## src/rtl/cpu_fetch_ctrl_if.sv

```systemverilog
// Fetch-controller bundle: pipeline control side <-> PC sequencer.
// Latency: none; plain wires grouping the request inputs and PC/status outputs.
// Backpressure: none; stall is carried as an ordinary request input.
//
// Signals (direction as seen by the fetch controller, i.e. the slave modport):
//   pc            in  16  current PC (PC register output)
//   stall         in   1  freeze PC and controller state
//   redir_valid   in   1  control-flow redirect this cycle
//   redir_type    in   2  00 jump, 01 call, 10 ret, 11 jump
//   redir_target  in  16  jump/call target
//   irq_req       in   1  level interrupt request
//   reti          in   1  return from interrupt
//   halt_req      in   1  halt instruction executed
//   resume        in   1  leave HALT
//   pc_next       out 16  next PC (combinational)
//   fetch_valid   out  1  current fetch is valid
//   irq_ack       out  1  interrupt entry pulse
//   in_isr        out  1  handler active
//   halted        out  1  in HALT
//   epc           out 16  saved interrupt return PC
//   ras_err       out  1  sticky RAS overflow/underflow
interface cpu_fetch_ctrl_if;
    logic [15:0] pc;
    logic        stall;
    logic        redir_valid;
    logic [1:0]  redir_type;
    logic [15:0] redir_target;
    logic        irq_req;
    logic        reti;
    logic        halt_req;
    logic        resume;
    logic [15:0] pc_next;
    logic        fetch_valid;
    logic        irq_ack;
    logic        in_isr;
    logic        halted;
    logic [15:0] epc;
    logic        ras_err;

    // Pipeline control / PC register side.
    modport master (
        output pc, stall, redir_valid, redir_type, redir_target,
               irq_req, reti, halt_req, resume,
        input  pc_next, fetch_valid, irq_ack, in_isr, halted, epc, ras_err
    );

    // Fetch controller side.
    modport slave (
        input  pc, stall, redir_valid, redir_type, redir_target,
               irq_req, reti, halt_req, resume,
        output pc_next, fetch_valid, irq_ack, in_isr, halted, epc, ras_err
    );
endinterface

```

## src/rtl/cpu_fetch_ctrl.sv

```systemverilog
// PC sequencer: picks next fetch address from redirect/irq/halt/stall, owns EPC and a return-address stack.
// Latency: pc_next, fetch_valid, irq_ack are combinational; state, EPC, RAS and flags update on the deciding edge.
// Backpressure: stall freezes PC and all controller state; requests must be held upstream while stalled.
//
// Ports:
//   clk    in  clock
//   rst_n  in  asynchronous active-low reset (returns to BOOT, empties RAS)
//   fc     cpu_fetch_ctrl_if.slave bundle (pc/request inputs, pc_next/status outputs)
module cpu_fetch_ctrl #(
    parameter logic [15:0] RESET_VEC = 16'h0000,
    parameter logic [15:0] IRQ_VEC   = 16'h0004,
    parameter logic [15:0] PC_INC    = 16'd4,
    parameter int          RAS_DEPTH = 4
) (
    input  logic                  clk,
    input  logic                  rst_n,
    cpu_fetch_ctrl_if.slave       fc
);

    localparam int PW = (RAS_DEPTH > 1) ? $clog2(RAS_DEPTH) : 1;
    localparam int CW = $clog2(RAS_DEPTH + 1);
    localparam logic [CW-1:0] RAS_FULL = CW'(RAS_DEPTH);

    typedef enum logic [1:0] {
        S_BOOT = 2'd0,
        S_RUN  = 2'd1,
        S_ISR  = 2'd2,
        S_HALT = 2'd3
    } state_t;

    // ---------------------------------------------------------------
    // State
    // ---------------------------------------------------------------
    state_t         r_state;
    logic           r_halt_from_isr;
    logic           r_in_isr;
    logic           r_halted;
    logic [15:0]    r_epc;
    logic           r_ras_err;

    // RAS: r_ras_top is the next write slot; the newest entry sits at
    // r_ras_top-1. When full, r_ras_top also points at the oldest entry,
    // so a push naturally overwrites it.
    logic [15:0]    r_ras_mem [RAS_DEPTH];
    logic [PW-1:0]  r_ras_top;
    logic [CW-1:0]  r_ras_cnt;

    // ---------------------------------------------------------------
    // Decode
    // ---------------------------------------------------------------
    logic [15:0]    w_pc_inc;
    logic [PW-1:0]  w_top_m1;
    logic [15:0]    w_ras_top_val;
    logic           w_in_run;
    logic           w_in_isr_st;
    logic           w_go;
    logic           w_do_halt;
    logic           w_do_reti;
    logic           w_do_redir;
    logic           w_is_call;
    logic           w_is_ret;
    logic           w_do_call;
    logic           w_do_ret;
    logic           w_ras_empty;
    logic           w_ras_full;
    logic           w_do_pop;
    logic           w_underflow;
    logic           w_do_irq;
    logic [15:0]    w_pc_next;
    logic           w_fetch_valid;

    assign w_pc_inc      = fc.pc + PC_INC;
    assign w_top_m1      = r_ras_top - PW'(1);
    assign w_ras_top_val = r_ras_mem[w_top_m1];

    assign w_in_run    = (r_state == S_RUN);
    assign w_in_isr_st = (r_state == S_ISR);
    assign w_go        = (w_in_run || w_in_isr_st) && !fc.stall;

    // Priority chain: halt > reti (ISR only) > redirect > irq (RUN only).
    assign w_do_halt  = w_go && fc.halt_req;
    assign w_do_reti  = w_go && !fc.halt_req && fc.reti && w_in_isr_st;
    assign w_do_redir = w_go && !fc.halt_req && !w_do_reti && fc.redir_valid;

    assign w_is_call  = (fc.redir_type == 2'b01);
    assign w_is_ret   = (fc.redir_type == 2'b10);
    assign w_do_call  = w_do_redir && w_is_call;
    assign w_do_ret   = w_do_redir && w_is_ret;

    assign w_ras_empty = (r_ras_cnt == '0);
    assign w_ras_full  = (r_ras_cnt == RAS_FULL);
    assign w_do_pop    = w_do_ret && !w_ras_empty;
    assign w_underflow = w_do_ret && w_ras_empty;

    // reti is inert in RUN, so it does not defer an interrupt there; only
    // halt and redirect do. A deferred level irq is simply seen again later.
    assign w_do_irq = w_go && w_in_run && !fc.halt_req && !fc.redir_valid && fc.irq_req;

    always_comb begin
        w_pc_next     = fc.pc;
        w_fetch_valid = 1'b0;
        case (r_state)
            S_BOOT: begin
                w_pc_next = RESET_VEC;
            end
            S_HALT: begin
                if (fc.resume) begin
                    w_pc_next = w_pc_inc;
                end
            end
            default: begin
                if (!fc.stall) begin
                    w_fetch_valid = 1'b1;
                    if (fc.halt_req) begin
                        w_pc_next = fc.pc;
                    end else if (w_do_reti) begin
                        w_pc_next = r_epc;
                    end else if (fc.redir_valid) begin
                        if (w_is_ret) begin
                            // Underflow falls back to a sequential fetch.
                            w_pc_next = w_ras_empty ? w_pc_inc : w_ras_top_val;
                        end else begin
                            w_pc_next = fc.redir_target;
                        end
                    end else if (w_do_irq) begin
                        w_pc_next = IRQ_VEC;
                    end else begin
                        w_pc_next = w_pc_inc;
                    end
                end
            end
        endcase
    end

    // ---------------------------------------------------------------
    // Control FSM with registered status outputs
    // ---------------------------------------------------------------
    always_ff @(posedge clk or negedge rst_n) begin
        if (!rst_n) begin
            r_state         <= S_BOOT;
            r_halt_from_isr <= 1'b0;
            r_in_isr        <= 1'b0;
            r_halted        <= 1'b0;
            r_epc           <= 16'h0000;
        end else begin
            case (r_state)
                S_BOOT: begin
                    r_state  <= S_RUN;
                    r_in_isr <= 1'b0;
                    r_halted <= 1'b0;
                end
                S_RUN, S_ISR: begin
                    if (w_do_halt) begin
                        r_state         <= S_HALT;
                        r_halt_from_isr <= w_in_isr_st;
                        r_halted        <= 1'b1;
                        r_in_isr        <= 1'b0;
                    end else if (w_do_reti) begin
                        r_state  <= S_RUN;
                        r_in_isr <= 1'b0;
                    end else if (w_do_irq) begin
                        r_state  <= S_ISR;
                        r_in_isr <= 1'b1;
                        r_epc    <= fc.pc;
                    end
                end
                S_HALT: begin
                    if (fc.resume) begin
                        r_state  <= r_halt_from_isr ? S_ISR : S_RUN;
                        r_in_isr <= r_halt_from_isr;
                        r_halted <= 1'b0;
                    end
                end
                default: begin
                    r_state <= S_BOOT;
                end
            endcase
        end
    end

    // ---------------------------------------------------------------
    // Return-address stack pointers and sticky error
    // ---------------------------------------------------------------
    always_ff @(posedge clk or negedge rst_n) begin
        if (!rst_n) begin
            r_ras_top <= '0;
            r_ras_cnt <= '0;
            r_ras_err <= 1'b0;
        end else begin
            if (w_do_call) begin
                r_ras_top <= r_ras_top + PW'(1);
                if (w_ras_full) begin
                    r_ras_err <= 1'b1;
                end else begin
                    r_ras_cnt <= r_ras_cnt + CW'(1);
                end
            end
            if (w_do_pop) begin
                r_ras_top <= w_top_m1;
                r_ras_cnt <= r_ras_cnt - CW'(1);
            end
            if (w_underflow) begin
                r_ras_err <= 1'b1;
            end
        end
    end

    // Entry storage needs no reset: the count alone defines validity.
    always_ff @(posedge clk) begin
        if (w_do_call) begin
            r_ras_mem[r_ras_top] <= w_pc_inc;
        end
    end

    // ---------------------------------------------------------------
    // Outputs
    // ---------------------------------------------------------------
    assign fc.pc_next     = w_pc_next;
    assign fc.fetch_valid = w_fetch_valid;
    assign fc.irq_ack     = w_do_irq;
    assign fc.in_isr      = r_in_isr;
    assign fc.halted      = r_halted;
    assign fc.epc         = r_epc;
    assign fc.ras_err     = r_ras_err;

endmodule

```

## src/flat_wrapper.sv

```systemverilog
// flat-port wrapper written by rule: the top's interface ports become plain ports
module cpu_fetch_ctrl_flat 
#(
    parameter logic [15:0] RESET_VEC = 16'h0000,
    parameter logic [15:0] IRQ_VEC   = 16'h0004,
    parameter logic [15:0] PC_INC    = 16'd4,
    parameter int          RAS_DEPTH = 4
)
  (clk, rst_n, fc_pc, fc_stall, fc_redir_valid, fc_redir_type, fc_redir_target, fc_irq_req, fc_reti, fc_halt_req, fc_resume, fc_pc_next, fc_fetch_valid, fc_irq_ack, fc_in_isr, fc_halted, fc_epc, fc_ras_err);
  cpu_fetch_ctrl_if fc_i ();
  input  logic clk;
  input  logic rst_n;
  input wire logic [$bits(fc_i.pc)-1:0] fc_pc;
  input wire logic [$bits(fc_i.stall)-1:0] fc_stall;
  input wire logic [$bits(fc_i.redir_valid)-1:0] fc_redir_valid;
  input wire logic [$bits(fc_i.redir_type)-1:0] fc_redir_type;
  input wire logic [$bits(fc_i.redir_target)-1:0] fc_redir_target;
  input wire logic [$bits(fc_i.irq_req)-1:0] fc_irq_req;
  input wire logic [$bits(fc_i.reti)-1:0] fc_reti;
  input wire logic [$bits(fc_i.halt_req)-1:0] fc_halt_req;
  input wire logic [$bits(fc_i.resume)-1:0] fc_resume;
  output wire logic [$bits(fc_i.pc_next)-1:0] fc_pc_next;
  output wire logic [$bits(fc_i.fetch_valid)-1:0] fc_fetch_valid;
  output wire logic [$bits(fc_i.irq_ack)-1:0] fc_irq_ack;
  output wire logic [$bits(fc_i.in_isr)-1:0] fc_in_isr;
  output wire logic [$bits(fc_i.halted)-1:0] fc_halted;
  output wire logic [$bits(fc_i.epc)-1:0] fc_epc;
  output wire logic [$bits(fc_i.ras_err)-1:0] fc_ras_err;
  assign fc_i.pc = fc_pc;
  assign fc_i.stall = fc_stall;
  assign fc_i.redir_valid = fc_redir_valid;
  assign fc_i.redir_type = fc_redir_type;
  assign fc_i.redir_target = fc_redir_target;
  assign fc_i.irq_req = fc_irq_req;
  assign fc_i.reti = fc_reti;
  assign fc_i.halt_req = fc_halt_req;
  assign fc_i.resume = fc_resume;
  assign fc_pc_next = fc_i.pc_next;
  assign fc_fetch_valid = fc_i.fetch_valid;
  assign fc_irq_ack = fc_i.irq_ack;
  assign fc_in_isr = fc_i.in_isr;
  assign fc_halted = fc_i.halted;
  assign fc_epc = fc_i.epc;
  assign fc_ras_err = fc_i.ras_err;
  cpu_fetch_ctrl #(.RESET_VEC(RESET_VEC), .IRQ_VEC(IRQ_VEC), .PC_INC(PC_INC), .RAS_DEPTH(RAS_DEPTH)) u_core (.clk(clk), .rst_n(rst_n), .fc(fc_i));
endmodule
```

## config.mk

```make
export PLATFORM = sky130hd
export DESIGN_NAME = cpu_fetch_ctrl_flat
export DESIGN_NICKNAME = d
export VERILOG_FILES = /design/src/rtl/cpu_fetch_ctrl_if.sv /design/src/rtl/cpu_fetch_ctrl.sv /design/src/flat_wrapper.sv
export SDC_FILE = /design/constraint.sdc
export NUM_CORES = 1
export LEC_CHECK = 0
export CAP_MARGIN = 0
export CORE_MARGIN = 2
export CORE_UTILIZATION = 49
export CTS_CLUSTER_SIZE = 28
export DETAILED_ROUTE_END_ITERATION = 8
export GPL_TIMING_DRIVEN = 1
export HOLD_SLACK_MARGIN = 0.02
export PLACE_DENSITY_LB_ADDON = 0.12
export SLEW_MARGIN = 20
export SYNTH_ARGS = -nofsm -noshare
export SYNTH_HDL_FRONTEND = slang
export SYNTH_SLANG_ARGS = --single-unit
```

## constraint.sdc

```tcl
create_clock -name clk -period 2.6 [get_ports clk]
set_clock_uncertainty 0.1 [all_clocks]
set_input_delay 0.39 -clock clk [delete_from_list [all_inputs] [get_ports clk]]
set_output_delay 0.39 -clock clk [all_outputs]
set_load 0.01 [all_outputs]
```

==> results.py <==
metrics = {
    "outcome": {
        "status": "complete, but fails checks",
        "violations": "negative setup slack",
    },
    "global_route": {
        "grt-ovfl-total": 0,
        "grt_first_pass_wirelength_um": 24420,
        "grt_pass1_vias": 4743,
        "track_usage": 0.2816,
        "grt_start_max_net_pins": 28,
        "antenna_found_initial": 0,
    },
    "die": {
        "start_util": 0.5066,
        "die_h_um": 107.5,
        "boundaryPins": 79,
        "dieArea_um2": 11570,
        "core-area_um2": 10370,
        "rows": 37,
        "die_x_um": 107.5,
    },
    "clock_tree": {
        "cts_num_sinks": 91,
        "cts_tree": "yes",
        "cts_buffers": 9,
        "cts_hold_buf": 0,
        "clkTransAtPathRegs_ps": 100,
        "clock_path_buffers": 2,
        "clock_latency_ps": 370,
        "htreeDepth": 3,
        "root_buffer": "clkbuf_8",
    },
    "worst_setup_path": {
        "crit_path_start_kind": "register",
        "crit_required_ps": 2110,
        "worstPathArrival_ps": 2470,
        "setup.reg_to_reg.worst_slack_ps": -180,
        "critPathMaxFanout": 3,
        "worst-setup-path-type": "register to primary output",
        "crit_path_end_kind": "primary output",
    },
    "logic_synthesis": {
        "yosysUniqueCellTypes": 67,
        "ys_seq_elements": 91,
        "ys_seq_area_frac": 0.4944,
        "syn_area_per_cell_um2": 11.70,
        "synth.area.top_cells": "edfxtp_1 37%, dfrtp_1 13%, mux4_2 6.9%, o21ai_0 3.0%, nand2_1 3.0%",
        "syn_nets": 501,
        "synth_area_um2": 5254,
        "synth_edf_count": 64,
        "ys_async_sr_fraction": 0.2967,
        "yosys.area.top_type_share": 0.3658,
        "synth-main-ff-cell": "edfxtp_1",
        "yosys_warnings": 0,
        "synth_top_cell_by_area": "edfxtp_1",
        "synth_cells": 449,
    },
    "placed_design": {
        "place_hpwl_um": 11500,
        "placed_cell_area_um2": 7157,
        "placedCellCount": 768,
        "port_buffers": 78,
        "place_ws_ps": -756.3,
        "routabilityCongestion": 0.9142,
    },
    "route": {
        "wl_met1_um": 6599,
        "vias": 4724,
        "dr.max_layer_used": "met4",
        "viasPerCell": 5.847,
        "wl_per_cell_um": 19.87,
        "met2_length_um": 7733,
        "drtAntennaViolNets": 0,
        "drt_wl_total_um": 16050,
        "dr_wl_met3_um": 1292,
        "first_pass_iters": 5,
        "drc": 0,
        "drt_iter0_drc": 406,
    },
    "flow_run": {
        "drv_cap": 0,
    },
    "sta": {
        "fmax_ghz": 0.3384,
        "setup_viol": 17,
        "slew_viol_final": 0,
        "rsz0062_at_grt": "yes",
        "fin_crit_ps": 2955,
        "fin_ws_ps": -355.1,
        "relSlewSlack": 0.7280,
        "fin_crit_sh": 1.137,
        "worst_pin_slew_ps": 408.0,
        "finalHoldViolations": 0,
    },
    "cells_and_area": {
        "final_design_area_no_fill_um2": 7764,
        "syn2layout_area_growth_pct": 47.77,
        "stdcell_count": 808,
        "antenna-diode-count": 0,
        "fin_nets": 719,
        "drive_gt1_frac": 0.4360,
    },
    "pwr": {
        "power_leakage_nw": 3.124,
        "peakVddDrop_uv": 503.2,
        "power_density_nw_per_um2": 915.4,
    },
    "worst_hold_path": {
        "hold_path_class": "input pin to register",
    },
}
[where the power goes]
group          switching, mW  internal (mW)  total (mW)
clock network          0.566          0.374       0.940
logic                   1.89           2.33        4.23
registers              0.176           1.76        1.94
total                   2.64           4.47        7.11
[cell usage after synthesis (9+ instances only)]
master	count
nor2_1	20
o21ai_0	32
o221ai_1	10
inv_1	17
clkbuf_1	12
mux4_2	16
mux2_2	11
nand2_1	42
xnor2_1	9
dfrtp_1	27
a21oi_1	23
nand3_1	13
buf_6	9
edfxtp_1	64
ha_1	10
[per-layer routing]
metal | vias to the layer above | GRT usage
met5 | - | 0
li1 | 2154 | -
met2 | 262 | 0.4542
met4 | 0 | 0.09799
met1 | 2270 | 0.3850
met3 | 38 | 0.05024
[layout by cell type (no fill, tap or decap), types with 9 or more instances in the layout]
| master | netlist | final |
|---|---|---|
| buf_4 | 4 | 139 |
| edfxtp_1 | 64 | 64 |
| clkdlybuf4s50_1 | 0 | 49 |
| nand2_1 | 42 | 39 |
| o21ai_0 | 32 | 29 |
| dfrtp_1 | 27 | 26 |
| a21oi_1 | 23 | 20 |
| mux4_2 | 16 | 16 |
| nor2_1 | 20 | 15 |
| buf_2 | 6 | 14 |
| inv_1 | 17 | 13 |
| buf_6 | 9 | 13 |
| nand3_1 | 13 | 12 |
| dlygate4sd2_1 | 0 | 12 |
| mux2_2 | 11 | 10 |
| clkbuf_8 | 0 | 9 |
[worst max-delay path, cell delays in order, from the launching register on]
cell and delay [ps]:
dfrtp_2 420, buf_4 130, buf_4 110, mux4_2 480, a22o_1 230, a221o_1 300, o211ai_1 110, o311ai_2 150
buf_2 160
[cells by family after synthesis]
kind of cell,count (synthesis),share of synthesized area
buffers and inverters,49,0.05239
adders and majority gates,10,0.02382
AOI/OAI and AO/OA,125,0.1589
muxes,35,0.1112
xor gates and xnor gates,19,0.03739
and+or+nand+nor,120,0.1219
DFF,91,0.4944
[metrics by stage]
step	setup TNS, ps	utilization	hold slack, ps	power, mW
global route	-5211	0.7487	262.4	7.477
global placement	-29840	0.6902	365.3	5.511
finish	-3644	0.7487	260.0	7.107
floorplan	-2.716	-	-5.591	3.881
detailed placement	-31840	0.6902	398.6	5.575
CTS	-3599	0.7320	312.6	6.853
[state kept, by name, summed over array words and instances, names as in the netlist]
signal	cells
u_core.r_ras_top	2
u_core.r_state	2
u_core.fc.in_isr	1
u_core.fc.ras_err	1
u_core.r_ras_cnt	3
u_core.fc.epc	16
u_core.r_halt_from_isr	1
u_core.fc.halted	1
u_core.r_ras_mem	64
[worst paths after layout]
kind | startpoint | endpoint | cells after the start
hold reg to reg | u_core.fc.in_isr | u_core.fc.in_isr | 1
max in group asynchronous | rst_n | u_core.r_ras_top[0] | 2
setup reg to reg | u_core.r_state[0] | u_core.r_ras_cnt[2] | 12
min in group asynchronous | rst_n | u_core.r_ras_cnt[0] | 2
setup / recovery | u_core.r_ras_top[0] | fc_pc_next[11] | 8
hold / removal | fc_pc[3] | u_core.fc.epc[3] | 2
[timing repair]
action,in CTS,in global routing
setup endpoints to repair,19,82
setup buffers,13,9
gates resized for setup,130,22
gates cloned,1,1
pin swaps,32,15
[final cells by class]
type	instances	area, um^2
fill	721	2606
clock inverter	7	70.07
clock buffer	9	123.9
timing repair buffer	239	2088
inverter	17	66.31
sequential	91	2599
multi-input combinational	309	2646
tap	136	170.2
Power figures use the tool's default switching activity.
